[src/rtl/parity_frame_rx_pkg.sv]
// Shared types and constants for the serial parity frame receiver.
// Optional build macro PARITY_FRAME_RX_DROP_EN is consumed by the top module.
package parity_frame_rx_pkg;

    typedef enum logic [1:0] {
        IDLE   = 2'd0,
        DATA   = 2'd1,
        PARITY = 2'd2
    } state_t;

    localparam logic PARITY_EVEN = 1'b0;
    localparam logic PARITY_ODD  = 1'b1;

    // Bit counter must be able to hold the value DATA_W.
    function automatic int cnt_width(input int data_w);
        return $clog2(data_w + 1);
    endfunction

endpackage

[src/rtl/parity_frame_rx_if.sv]
// Serial-in / byte-out bundle for parity_frame_rx; master drives the link, slave is the receiver.
interface parity_frame_rx_if #(
    parameter int DATA_W    = 8,
    parameter int ERR_CNT_W = 8
);
    logic                 bit_valid;
    logic                 rx_bit;
    logic                 frame_start;
    logic                 clear_cnt;
    logic [DATA_W-1:0]    data_out;
    logic                 data_valid;
    logic                 parity_err;
    logic                 frame_abort;
    logic [ERR_CNT_W-1:0] err_cnt;
    logic                 busy;

    modport master (
        output bit_valid, rx_bit, frame_start, clear_cnt,
        input  data_out, data_valid, parity_err, frame_abort, err_cnt, busy
    );

    modport slave (
        input  bit_valid, rx_bit, frame_start, clear_cnt,
        output data_out, data_valid, parity_err, frame_abort, err_cnt, busy
    );
endinterface

[src/rtl/parity_frame_rx_reduce.sv]
// Combinational XOR reduction, shared with the transmit-side parity generator.
module parity_reduce #(
    parameter int DATA_W = 8
) (
    input  logic [DATA_W-1:0] data_i,
    output logic              parity_o
);
    assign parity_o = ^data_i;
endmodule

[src/rtl/parity_frame_rx.sv]
// Deserializes LSB-first frames plus one parity bit; data_valid one cycle after the parity bit.
// Build with PARITY_FRAME_RX_DROP_EN to suppress delivery of frames that fail parity.
module parity_frame_rx
    import parity_frame_rx_pkg::*;
#(
    parameter int DATA_W     = 8,
    parameter int ODD_PARITY = 0,
    parameter int ERR_CNT_W  = 8
) (
    input logic              clk,
    input logic              reset,
    parity_frame_rx_if.slave bus
);
    localparam int CNT_W = cnt_width(DATA_W);
    localparam logic PARITY_EXP = (ODD_PARITY != 0) ? PARITY_ODD : PARITY_EVEN;

    state_t               state_q, state_d;
    logic [DATA_W-1:0]    shift_q, shift_d;
    logic [CNT_W-1:0]     cnt_q, cnt_d;
    logic [DATA_W-1:0]    data_out_q, data_out_d;
    logic                 data_valid_q, data_valid_d;
    logic                 parity_err_q, parity_err_d;
    logic                 frame_abort_q, frame_abort_d;
    logic [ERR_CNT_W-1:0] err_cnt_q, err_cnt_d;
    logic                 data_par;
    logic                 frame_err;
    logic                 err_inc;

    parity_reduce #(.DATA_W(DATA_W)) u_par (
        .data_i   (shift_q),
        .parity_o (data_par)
    );

    // Only meaningful while the current bit is the parity bit.
    assign frame_err = ((data_par ^ bus.rx_bit) != PARITY_EXP);

    always_comb begin
        state_d       = state_q;
        shift_d       = shift_q;
        cnt_d         = cnt_q;
        data_out_d    = data_out_q;
        parity_err_d  = parity_err_q;
        data_valid_d  = 1'b0;
        frame_abort_d = 1'b0;
        err_inc       = 1'b0;

        if (bus.bit_valid) begin
            if (bus.frame_start) begin
                // A start always opens a new frame; any partial one is dropped.
                frame_abort_d = (state_q != IDLE);
                shift_d       = DATA_W'(bus.rx_bit);
                cnt_d         = CNT_W'(1);
                state_d       = DATA;
            end else begin
                case (state_q)
                    IDLE: ;
                    DATA: begin
                        shift_d = shift_q | (DATA_W'(bus.rx_bit) << cnt_q);
                        cnt_d   = cnt_q + CNT_W'(1);
                        if (cnt_q == CNT_W'(DATA_W - 1)) begin
                            state_d = PARITY;
                        end
                    end
                    PARITY: begin
                        state_d = IDLE;
                        cnt_d   = '0;
                        err_inc = frame_err;
`ifdef PARITY_FRAME_RX_DROP_EN
                        if (!frame_err) begin
                            data_valid_d = 1'b1;
                            data_out_d   = shift_q;
                            parity_err_d = 1'b0;
                        end
`else
                        data_valid_d = 1'b1;
                        data_out_d   = shift_q;
                        parity_err_d = frame_err;
`endif
                    end
                    default: state_d = IDLE;
                endcase
            end
        end

        if (bus.clear_cnt) begin
            err_cnt_d = '0;
        end else if (err_inc && (err_cnt_q != '1)) begin
            err_cnt_d = err_cnt_q + ERR_CNT_W'(1);
        end else begin
            err_cnt_d = err_cnt_q;
        end
    end

    always_ff @(posedge clk or posedge reset) begin
        if (reset) begin
            state_q       <= IDLE;
            shift_q       <= '0;
            cnt_q         <= '0;
            data_out_q    <= '0;
            data_valid_q  <= 1'b0;
            parity_err_q  <= 1'b0;
            frame_abort_q <= 1'b0;
            err_cnt_q     <= '0;
        end else begin
            state_q       <= state_d;
            shift_q       <= shift_d;
            cnt_q         <= cnt_d;
            data_out_q    <= data_out_d;
            data_valid_q  <= data_valid_d;
            parity_err_q  <= parity_err_d;
            frame_abort_q <= frame_abort_d;
            err_cnt_q     <= err_cnt_d;
        end
    end

    assign bus.data_out    = data_out_q;
    assign bus.data_valid  = data_valid_q;
    assign bus.parity_err  = parity_err_q;
    assign bus.frame_abort = frame_abort_q;
    assign bus.err_cnt     = err_cnt_q;
    assign bus.busy        = (state_q == DATA) || (state_q == PARITY);

endmodule

[src/flat_wrapper.sv]
// flat-port wrapper written by rule: the top's interface ports become plain ports
module parity_frame_rx_flat import parity_frame_rx_pkg::*;
#(
    parameter int DATA_W     = 8,
    parameter int ODD_PARITY = 0,
    parameter int ERR_CNT_W  = 8
)
  (clk, reset, bus_bit_valid, bus_rx_bit, bus_frame_start, bus_clear_cnt, bus_data_out, bus_data_valid, bus_parity_err, bus_frame_abort, bus_err_cnt, bus_busy);
  parity_frame_rx_if #(.DATA_W(DATA_W), .ERR_CNT_W(ERR_CNT_W)) bus_i ();
  input logic clk;
  input logic reset;
  input wire logic [$bits(bus_i.bit_valid)-1:0] bus_bit_valid;
  input wire logic [$bits(bus_i.rx_bit)-1:0] bus_rx_bit;
  input wire logic [$bits(bus_i.frame_start)-1:0] bus_frame_start;
  input wire logic [$bits(bus_i.clear_cnt)-1:0] bus_clear_cnt;
  output wire logic [$bits(bus_i.data_out)-1:0] bus_data_out;
  output wire logic [$bits(bus_i.data_valid)-1:0] bus_data_valid;
  output wire logic [$bits(bus_i.parity_err)-1:0] bus_parity_err;
  output wire logic [$bits(bus_i.frame_abort)-1:0] bus_frame_abort;
  output wire logic [$bits(bus_i.err_cnt)-1:0] bus_err_cnt;
  output wire logic [$bits(bus_i.busy)-1:0] bus_busy;
  assign bus_i.bit_valid = bus_bit_valid;
  assign bus_i.rx_bit = bus_rx_bit;
  assign bus_i.frame_start = bus_frame_start;
  assign bus_i.clear_cnt = bus_clear_cnt;
  assign bus_data_out = bus_i.data_out;
  assign bus_data_valid = bus_i.data_valid;
  assign bus_parity_err = bus_i.parity_err;
  assign bus_frame_abort = bus_i.frame_abort;
  assign bus_err_cnt = bus_i.err_cnt;
  assign bus_busy = bus_i.busy;
  parity_frame_rx #(.DATA_W(DATA_W), .ODD_PARITY(ODD_PARITY), .ERR_CNT_W(ERR_CNT_W)) u_core (.clk(clk), .reset(reset), .bus(bus_i));
endmodule
[config.mk]
export PLATFORM = sky130hd
export DESIGN_NAME = parity_frame_rx_flat
export DESIGN_NICKNAME = d
export VERILOG_FILES = /design/src/rtl/parity_frame_rx_pkg.sv /design/src/rtl/parity_frame_rx_if.sv /design/src/rtl/parity_frame_rx_reduce.sv /design/src/rtl/parity_frame_rx.sv /design/src/flat_wrapper.sv
export SDC_FILE = /design/constraint.sdc
export NUM_CORES = 1
export LEC_CHECK = 0
export CORE_UTILIZATION = 50
export CTS_BUF_LIST = sky130_fd_sc_hd__clkbuf_4
export DETAILED_ROUTE_END_ITERATION = 7
export HOLD_SLACK_MARGIN = 0.15
export PLACE_DENSITY = 0.75
export SYNTH_ARGS = -nofsm -noshare
export SYNTH_HDL_FRONTEND = slang
export SYNTH_SLANG_ARGS = --single-unit
[constraint.sdc]
create_clock -name clk -period 4.3 [get_ports clk]
set_input_delay 0.43 -clock clk [delete_from_list [all_inputs] [get_ports clk]]
set_output_delay 0.43 -clock clk [all_outputs]
set_load 0.1 [all_outputs]
Yosys cells after proc, flatten, opt, wreduce, memory -nomap -nowiden
Index checks and enable logic that the tools add are counted.

storage, ports and cells
  bits in registers = 33
  bits in latches = 0
  bits in writable memories = 0
  ROM bits = 0
  input bits = 6
  output and inout bits = 20
  word-level logic and storage cells = 49
  memories = 0

operators by class
  add/subtract/negate cells = 2
  $mul = 0
  divide/modulo/power cells = 0
  $lt $le $gt $ge = 0
  equal/unequal tests = 6
  shift operators = 1
  muxes and demuxes = 17
  bitwise logic cells = 3
  reductions and logical operators = 12

operator list
  kind                 count
  $mux 8               4
  $add 8x1->8 const B  1
  $mux 1               8
  $ne 8x8->1 const B   1
  $or 8x8->8           1
  $pmux 4 s2           1
  $reduce_xor 8->1     1
  $shl 1x4->8          1
  $reduce_and 3->1     2
  $reduce_bool 2->1    3
  $add 4x1->4 const B  1
  $eq 4x3->1 const B   1
  $mux 2               2
  $mux 4               1
  $pmux 2 s2           1
  $reduce_and 2->1     2
  $ne 3x2->1 const B   1
  $reduce_bool 3->1    1
  $eq 2x1->1 const B   1
  $eq 2x2->1 const B   1
  $logic_not 2->1      1
  $ne 2x2->1 const B   1
  $logic_and 1x1->1    1
  $logic_or 1x1->1     1
  other kinds (2)      2

Logic depth before layout (Yosys ltp)
Gate-level depths: netlist of the first run.

  word-level depth = 8
  depth in mapped cells = 8
  depth with buffers taken out = 7

Hierarchy
From an unflattened synthesis of the first run, not the netlist that was laid out.

unflattened totals
  cell total of the unflattened synthesis = 166
  area, all modules = 1617.8 um^2

by module, submodules not included
  module           instances  cells an instance  area each (um^2)  seq. area each (um^2)
  parity_frame_rx  1          159                1556.5            825.8
  parity_reduce    1          7                  61.3              0.0

Worst setup path before layout of the first run
OpenSTA, ideal clock, no wires.

  path type = register -> register
  start point = register u_core.err_cnt_q[0] (netlist: u_core.bus.err_cnt[0])
  end point = register u_core.err_cnt_q[3] (netlist: u_core.bus.err_cnt[3])
  library setup time = 77 ps
  arrival = 2328 ps
  data required time = 4223 ps
  setup slack = 1895 ps
  stages on the path, launching flop included = 7
  period minus slack after synthesis = 2405 ps
  cells stage by stage = dfrtp_1 -> ha_1 -> and3_1 -> and3_1 -> clkbuf_1 -> or4_1 -> a21oi_1

between the ends
  cells in the longest elaborated chain, start to end = 3
  elaborated cells between the ends (all ways) = 6
  those cells by class = add/sub (1); eq/ne (1); mux (2); reduce/logical (2)

ends and longest elaborated chain
  element                                      line                                          source
  from (decl)                                  parity_frame_rx.sv:24                         logic [ERR_CNT_W-1:0] err_cnt_q, err_cnt_d;
  from (signal assigned)                       parity_frame_rx.sv:112                        err_cnt_q <= err_cnt_d;
  $add 8x1->8 or $ne 8x8->1 (tied branches)    parity_frame_rx.sv:88, parity_frame_rx.sv:87
  $mux 8 or $logic_and 1x1->1 (tied branches)  parity_frame_rx.sv:87                         end else if (err_inc && (err_cnt_q != '1)) begin
  $mux 8 or $reduce_bool 2->1 (tied branches)  -

Several ways; a longest one is shown, not always the timed one. The select of a mux whose other input is x is not followed.
A chain may end at the register's enable or synchronous reset.

Worst setup path after layout of the first run
  start point = input port bus_bit_valid
  end point = register u_core.err_cnt_q[3] (netlist: u_core.bus.err_cnt[3])

between the ends
  cells in the longest elaborated chain, start to end = 3

ends and longest elaborated chain
  element                             line                   source
  from (decl)                         flat_wrapper.sv:12     input wire logic [$bits(bus_i.bit_valid)-1:0] bus_bit_valid;
  $mux 1                              parity_frame_rx.sv:47  if (bus.bit_valid) begin
  $logic_and 1x1->1                   parity_frame_rx.sv:87
  $reduce_bool 2->1 (no source line)  -

No other way between the ends.

==> impl_metrics.toml, run 1 <==
[sta]
unrepaired_setup_endpoints_after_global_routing = "no"
setup-violations-final = 0
max-slew-margin-rel_pct = 34.3
drv_slew = 0
finalWorstPathRequiredPeriod_ns = 2.63
clock-skew-final_ns = 0.00593
setup_tns_ns = 0
post-route-worst-setup-slack_ns = 1.67
fmaxAchievable_ghz = 0.380
worstMarginPinSlew_ns = 0.983
hold_viol = 0
timing.final.crit_share_pct = 61.2

[power_and_ir_drop]
switchingPower_w = 0.000371
power.sequential.fraction_pct = 42.9
power.density_cell_area_nw_per_um2 = 450
fin_total_pwr_w = 0.000912
irDropWorstVdd_uv = 389
internal_power_w = 0.000541
comb_power_share_pct = 37.2
p_leak_nw = 0.921
switching_share_pct = 40.7
share_clk_of_total_power_pct = 19.9

[final_layout]
layout.cells.non_filler = 247
layout.cells.most_common = "sky130_fd_sc_hd__nand2_1"
final_net_count = 213
diodes = 0
area.growth.synth_to_final_pct = 19.0
num-fill-cells = 275
regArea_um2 = 826
layout.cells.most_common_list = "34 x sky130_fd_sc_hd__nand2_1, 33 x sky130_fd_sc_hd__dfrtp_1, 25 x sky130_fd_sc_hd__clkdlybuf4s50_1"
drive_gt1_share_pct = 8.37
multi_input_combinational_cell_area_um2 = 792

[synthesis]
yosys-top-cells-area = "sky130_fd_sc_hd__dfrtp_1 48%, sky130_fd_sc_hd__nand2_1 7.5%, sky130_fd_sc_hd__ha_1 3.7%, sky130_fd_sc_hd__nor2_1 3.5%, sky130_fd_sc_hd__o21ai_0 3.2%"
yosysSeqAreaShare_pct = 48.5
yosys_register_bits = 33
ys_warn_count = 0
synth_largest_area_cell = "sky130_fd_sc_hd__dfrtp_1"
number_of_nets_produced_by_synthesis = 189
synth_top_area_share_pct = 48.5
synth_area_per_cell_um2 = 9.57
yosys.cell_types.count = 34
postSynthCellCount = 178
netlist_area_um2 = 1700

[hold_path]
worstHoldPathType = "in -> async"

[clock_tree]
post-cts-setup-buffer-count = 0
tritoncts = "built"
h-tree-depth = 2
cts_num_sinks = 33
cts_root_buf = "sky130_fd_sc_hd__clkbuf_4"
cts_resized = 0
cts.path.max_buffers = 2
clkSlewWorstSetupHoldPaths_ns = 0.09
clock_insertion_delay_worst_skew_ns = 0.33
cts-hold-fix-buffers = 0
cts_buffers = 5

[place]
place.port_buffers = 25
place_hpwl_um = 2360
detailedPlace.worstSlack_ns = 1.28
post-place-cells = 239
gpl.final_weighted_congestion = 0.780

[run]
drv.max_cap_violation_count = 0

[drt]
drtIter0Drc = 64
avgRoutedWirePerCell_um = 13.2
route.final.wire_length_um = 3260
dr.pass1.iters = 4
vias_per_cell = 5.49
dr_total_vias = 1355
detail-route-antenna-nets = 0
route.detailed.drc = 0

[global_routing]
antenna_found_initial = 0
gr-total-overflow = 0
grt_start_max_net_pins = 34
grt_pass1_wl_um = 5440
first_global_vias = 1216
groute.usage.overall_pct = 20.7

[critical_path]
reg2reg_setup_slack_ns = 1.72
worst-endpoint-arrival_ns = 2.88
crit_path_from = "bus_bit_valid"
r2r_start = "u_core.state_q[0]$_DFFE_PP0P_"
critical_path.slowest_cell = "sky130_fd_sc_hd__clkdlybuf4s50_1"
timing_worst_setup_path_type = "in -> reg"
cp-endpoint = "u_core.bus.err_cnt[3]$_DFFE_PP0P_"
setup.worst_path.start_class = "primary input"
timing.rr.end = "u_core.bus.err_cnt[3]$_DFFE_PP0P_"
reg2reg_depth = 7
timing.critical_path.to_type = "register"
critical_path_peak_fanout = 15
critPathMaxStageDelay_ns = 0.64
critPathRequiredTime_ns = 4.55
worstPathCellList = "clkdlybuf4s50_1 -> nand3_1 -> inv_1 -> nand4_1 -> or4_1 -> a21oi_1"

[floorplanning]
die_h_um = 60.4
dieArea_um2 = 3650
core_area_um2 = 3150
die-width_um = 60.4
starting_density_of_the_core_pct = 54.0
design.portCount = 26
std_cell_rows = 20

[run_status]
status = "finished clean"
==> worst max-delay path: cells and delay by family <==
family | cells | cell delay (ns)
and+or+nand+nor | 3 | 1.20
AOI/OAI and AO/OA | 1 | 0.18
buffers and inverters | 2 | 1.07
==> through the flow <==
| stage | hold WS, ns | cell area, um^2 | utilization, % |
|---|---|---|---|
| floorplan | 0.466 | 1700 | - |
| global placement | 0.461 | 1970 | 62.4 |
| detailed placement | 0.472 | 1970 | 62.4 |
| CTS | 0.485 | 2030 | 64.3 |
| global route | 0.507 | 2030 | 64.3 |
| finish | 0.472 | 2030 | 64.3 |
==> cell families (layout without fill, tap and decap cells) <==
group                    Yosys count  after routing  share of synthesized area (%)
flip-flops                        33             33                           48.5
AO/OA/AOI/OAI                     39             39                           14.5
buffers and inverters             19             44                           5.07
AND/OR/NAND/NOR                   74             74                           21.0
multiplexers                       1              1                          0.881
adder cells (fa/ha/maj)            5              5                           3.67
XOR/XNOR                           7              7                           6.46
==> cell type report <==
cell class	instances	share of cell area (%)
Sequential cell	33	40.7
Multi-Input combinational cell	126	39.0
Clock buffer	8	2.96
Tap cell	44	2.71
Inverter	10	1.85
Timing Repair Buffer	26	12.7
==> per-layer routing <==
metal	global-route usage, %	vias up	wire [um]
met5	0	-	0
met3	6.40	5	164
li1	-	669	-
met4	6.98	0	38
met1	27.1	631	1450
met2	32.8	50	1610
==> flip-flops by register name (all words and copies together), names as in the netlist <==
name                    flops
u_core.bus.data_valid       1
u_core.bus.err_cnt          8
u_core.cnt_q                4
u_core.shift_q              8
u_core.state_q              2
u_core.bus.data_out         8
u_core.bus.frame_abort      1
u_core.bus.parity_err       1
==> synthesized netlist by cell type <==
master / count
sky130_fd_sc_hd__nand2_1: 34
sky130_fd_sc_hd__nor2b_1: 3
sky130_fd_sc_hd__a32o_1: 1
sky130_fd_sc_hd__a21oi_1: 9
sky130_fd_sc_hd__xnor2_1: 3
sky130_fd_sc_hd__a22o_1: 1
sky130_fd_sc_hd__clkbuf_1: 6
sky130_fd_sc_hd__a31oi_1: 7
sky130_fd_sc_hd__nand3_1: 4
sky130_fd_sc_hd__nor4_1: 1
sky130_fd_sc_hd__o21a_1: 1
sky130_fd_sc_hd__nor4_4: 1
sky130_fd_sc_hd__o41ai_1: 2
sky130_fd_sc_hd__o31ai_1: 5
sky130_fd_sc_hd__dfrtp_1: 33
sky130_fd_sc_hd__inv_1: 10
sky130_fd_sc_hd__buf_2: 1
sky130_fd_sc_hd__or4_1: 6
sky130_fd_sc_hd__and2_1: 1
sky130_fd_sc_hd__o31a_1: 1
sky130_fd_sc_hd__a211oi_2: 1
sky130_fd_sc_hd__buf_4: 1
sky130_fd_sc_hd__xnor2_4: 1
sky130_fd_sc_hd__or2_2: 1
sky130_fd_sc_hd__clkbuf_8: 1
sky130_fd_sc_hd__nand4_1: 3
sky130_fd_sc_hd__xnor2_2: 2
sky130_fd_sc_hd__mux2_4: 1
sky130_fd_sc_hd__o21ai_0: 11
sky130_fd_sc_hd__xnor3_2: 1
sky130_fd_sc_hd__ha_1: 5
sky130_fd_sc_hd__nor2_1: 16
sky130_fd_sc_hd__and3_1: 3
sky130_fd_sc_hd__and4_1: 1
==> worst min-delay path by stage <==
| stage | from | end | slack (ns) | depth (start not counted) |
|---|---|---|---|---|
| 6_report | reset | u_core.bus.data_out[1]$_DFFE_PP0P_ | 0.47 | 3 |
| 4_1_cts | reset | u_core.bus.data_out[6]$_DFFE_PP0P_ | 0.49 | 3 |
| 2_1_floorplan | u_core.cnt_q[3]$_DFFE_PP0P_ | u_core.cnt_q[3]$_DFFE_PP0P_ | 0.47 | 1 |
| 3_3_place_gp | u_core.bus.data_out[3]$_DFFE_PP0P_ | u_core.bus.data_out[3]$_DFFE_PP0P_ | 0.46 | 2 |
| 5_1_grt | reset | u_core.bus.data_out[2]$_DFFE_PP0P_ | 0.51 | 3 |
| 3_5_place_dp | u_core.bus.data_out[4]$_DFFE_PP0P_ | u_core.bus.data_out[4]$_DFFE_PP0P_ | 0.47 | 2 |
==> power groups by stage <==
stage | combinational (W) | clock, W | sequential [W]
6_report | 0.000339 | 0.000182 | 0.000391
4_1_cts | 0.000342 | 0.000188 | 0.000390
3_3_place_gp | 0.000328 | 0 | 0.000393
5_1_grt | 0.000375 | 0.000198 | 0.000396
3_5_place_dp | 0.000341 | 0 | 0.000396
2_1_floorplan | 0.000283 | 0 | 0.000404
Note: power is estimated with default switching activity, not from simulation.
==> inputs of run 2 (changes only) <==
--- a/config.mk
+++ b/config.mk
@@ -9,7 +9,7 @@
 export CTS_BUF_LIST = sky130_fd_sc_hd__clkbuf_4
 export DETAILED_ROUTE_END_ITERATION = 7
 export HOLD_SLACK_MARGIN = 0.15
-export PLACE_DENSITY = 0.75
+export PLACE_DENSITY = 0.78
 export SYNTH_ARGS = -nofsm -noshare
 export SYNTH_HDL_FRONTEND = slang
 export SYNTH_SLANG_ARGS = --single-unit
==> constraint.sdc (replaced) <==
create_clock -name clk -period 2.3 [get_ports clk]
set_input_delay 0.23 -clock clk [delete_from_list [all_inputs] [get_ports clk]]
set_output_delay 0.23 -clock clk [all_outputs]
set_load 0.1 [all_outputs]
==> run 2 against run 1 <==
Compared with the run above:
- register-to-register slack worse by 1.5 ns
- sequential share of layout area up 0.22 points
- flip-flop and latch count unchanged
- hold slack worse by 0.20 ns
- sequential power up 86%
- largest power group unchanged
==> impl_metrics.toml, run 2 (synthesis results as in run 1) <==
[place]
detailed_place.area_um2 = 1970
place.port_buffers = 25
gpl.final_weighted_congestion = 0.798
place_hpwl_um = 2430

[critical_path]
timing.rr.end = "u_core.bus.err_cnt[1]$_DFFE_PP0P_"
critPathRequiredTime_ns = 2.54
timing_worst_setup_path_type = "reg -> reg"
reg2reg_setup_slack_ns = 0.17
timing.critical_path.to_type = "register"
critical_path_peak_fanout = 14
critPathMaxStageDelay_ns = 0.55
worstPathCellList = "xnor2_1 -> xnor3_2 -> xnor2_2 -> buf_4 -> o31ai_1 -> a21oi_1"
setup.worst_path.start_class = "register"
critical_path.slowest_cell = "sky130_fd_sc_hd__xnor2_2"
worst-endpoint-arrival_ns = 2.37
reg2reg_depth = 6
r2r_start = "u_core.shift_q[6]$_DFFE_PP0P_"

[final_layout]
diodes = 0
post-route-cell-area_um2 = 2020
layout.cells.most_common = "sky130_fd_sc_hd__nand2_1"
area.growth.synth_to_final_pct = 18.7
final_net_count = 220
drive_gt1_share_pct = 21.0
layout.cells.most_common_list = "34 x sky130_fd_sc_hd__nand2_1, 31 x sky130_fd_sc_hd__dfrtp_1, 28 x sky130_fd_sc_hd__buf_4"

[power_and_ir_drop]
power.density_cell_area_nw_per_um2 = 855
fin_total_pwr_w = 0.00173
irDropWorstVdd_uv = 693
p_leak_nw = 0.984

[clock_tree]
tritoncts = "built"
cts_resized = 0
cts-hold-fix-buffers = 0
post-cts-setup-buffer-count = 0
clkSlewWorstSetupHoldPaths_ns = 0.10
h-tree-depth = 2
cts_root_buf = "sky130_fd_sc_hd__clkbuf_4"
cts_buffers = 5
cts.path.max_buffers = 2
clock_insertion_delay_worst_skew_ns = 0.33
cts_num_sinks = 33

[global_routing]
groute.usage.overall_pct = 20.5
grt_pass1_wl_um = 5330
gr-total-overflow = 0
first_global_vias = 1267
antenna_found_initial = 0
grt_start_max_net_pins = 34

[sta]
hold_viol = 0
finalWorstPathRequiredPeriod_ns = 2.13
worstMarginPinSlew_ns = 0.644
setup-violations-final = 0
fmaxAchievable_ghz = 0.471
final.hold.worst_slack_ns = 0.276
clock-skew-final_ns = 0.0145
unrepaired_setup_endpoints_after_global_routing = "no"
drv_slew = 0
timing.final.crit_share_pct = 92.4
max-slew-margin-rel_pct = 56.9

[drt]
route.final.wire_length_um = 3260
drtIter0Drc = 52
dr_total_vias = 1383
route.detailed.drc = 0
vias_per_cell = 5.44
dr.pass1.iters = 4
avgRoutedWirePerCell_um = 12.8
detail-route-antenna-nets = 0

[floorplanning]
die-width_um = 60.4
dieArea_um2 = 3650
std_cell_rows = 20
design.portCount = 26
core_area_um2 = 3150
starting_density_of_the_core_pct = 54.0
die_h_um = 60.4

[run]
drv.max_cap_violation_count = 0

[run_status]
status = "finished clean"

[hold_path]
worstHoldPathType = "in -> async"
run 2: per-layer routing:
| metal | vias to the layer above | global-route usage (%) | routed length (um) |
|---|---|---|---|
| met1 | 660 | 23.8 | 1480 |
| met2 | 32 | 33.8 | 1570 |
| met4 | 0 | 11.3 | 71 |
| met5 | - | 0 | 0 |
| met3 | 6 | 6.40 | 136 |
| li1 | 685 | - | - |
run 2: critical path, delay by kind of cell (launching register included):
kind | cells | cell delay (ns)
flops | 1 | 0.42
xor+xnor | 3 | 1.17
buf+inv | 1 | 0.23
compound gates | 2 | 0.22
run 2: where the power goes:
| part | internal [W] | total, W | switching [W] |
|---|---|---|---|
| clock | 0.000110 | 0.000294 | 0.000184 |
| combinational | 0.000273 | 0.000709 | 0.000436 |
| sequential | 0.000642 | 0.000727 | 0.0000849 |
run 2: layout make-up:
cell class / instances / area, um^2
repair buffers: 33 / 260
clock buffers: 5 / 37.5
fillers: 275 / 1130
clock inverters: 3 / 12.5
flip-flops and latches: 33 / 828
inverters: 10 / 37.5
well taps: 44 / 55.1
multi-input cells: 126 / 792
run 2: worst max-delay path by stage:
stage / slack (ns) / cells past startpoint / endpoint / from
2_1_floorplan: 0.13 / 5 / u_core.bus.err_cnt[3]$_DFFE_PP0P_ / u_core.bus.err_cnt[7]$_DFFE_PP0P_
3_3_place_gp: -0.004 / 7 / u_core.bus.err_cnt[6]$_DFFE_PP0P_ / bus_rx_bit
3_5_place_dp: -0.06 / 7 / u_core.bus.err_cnt[6]$_DFFE_PP0P_ / bus_rx_bit
4_1_cts: 0.16 / 6 / u_core.bus.err_cnt[1]$_DFFE_PP0P_ / u_core.shift_q[6]$_DFFE_PP0P_
5_1_grt: 0.02 / 6 / u_core.bus.err_cnt[1]$_DFFE_PP0P_ / u_core.shift_q[6]$_DFFE_PP0P_
6_report: 0.17 / 6 / u_core.bus.err_cnt[1]$_DFFE_PP0P_ / u_core.shift_q[6]$_DFFE_PP0P_
run 2: stage by stage:
stage                     setup slack (ns)  setup TNS, ns  std cells  utilization, %
after global placement            -0.00401       -0.00401        246            62.6
after floorplan                      0.133              0        178               -
final                                0.175              0        254            64.2
after detailed placement           -0.0596         -0.252        246            62.6
after CTS                            0.164              0        254            64.2
after global routing                0.0227              0        254            64.2
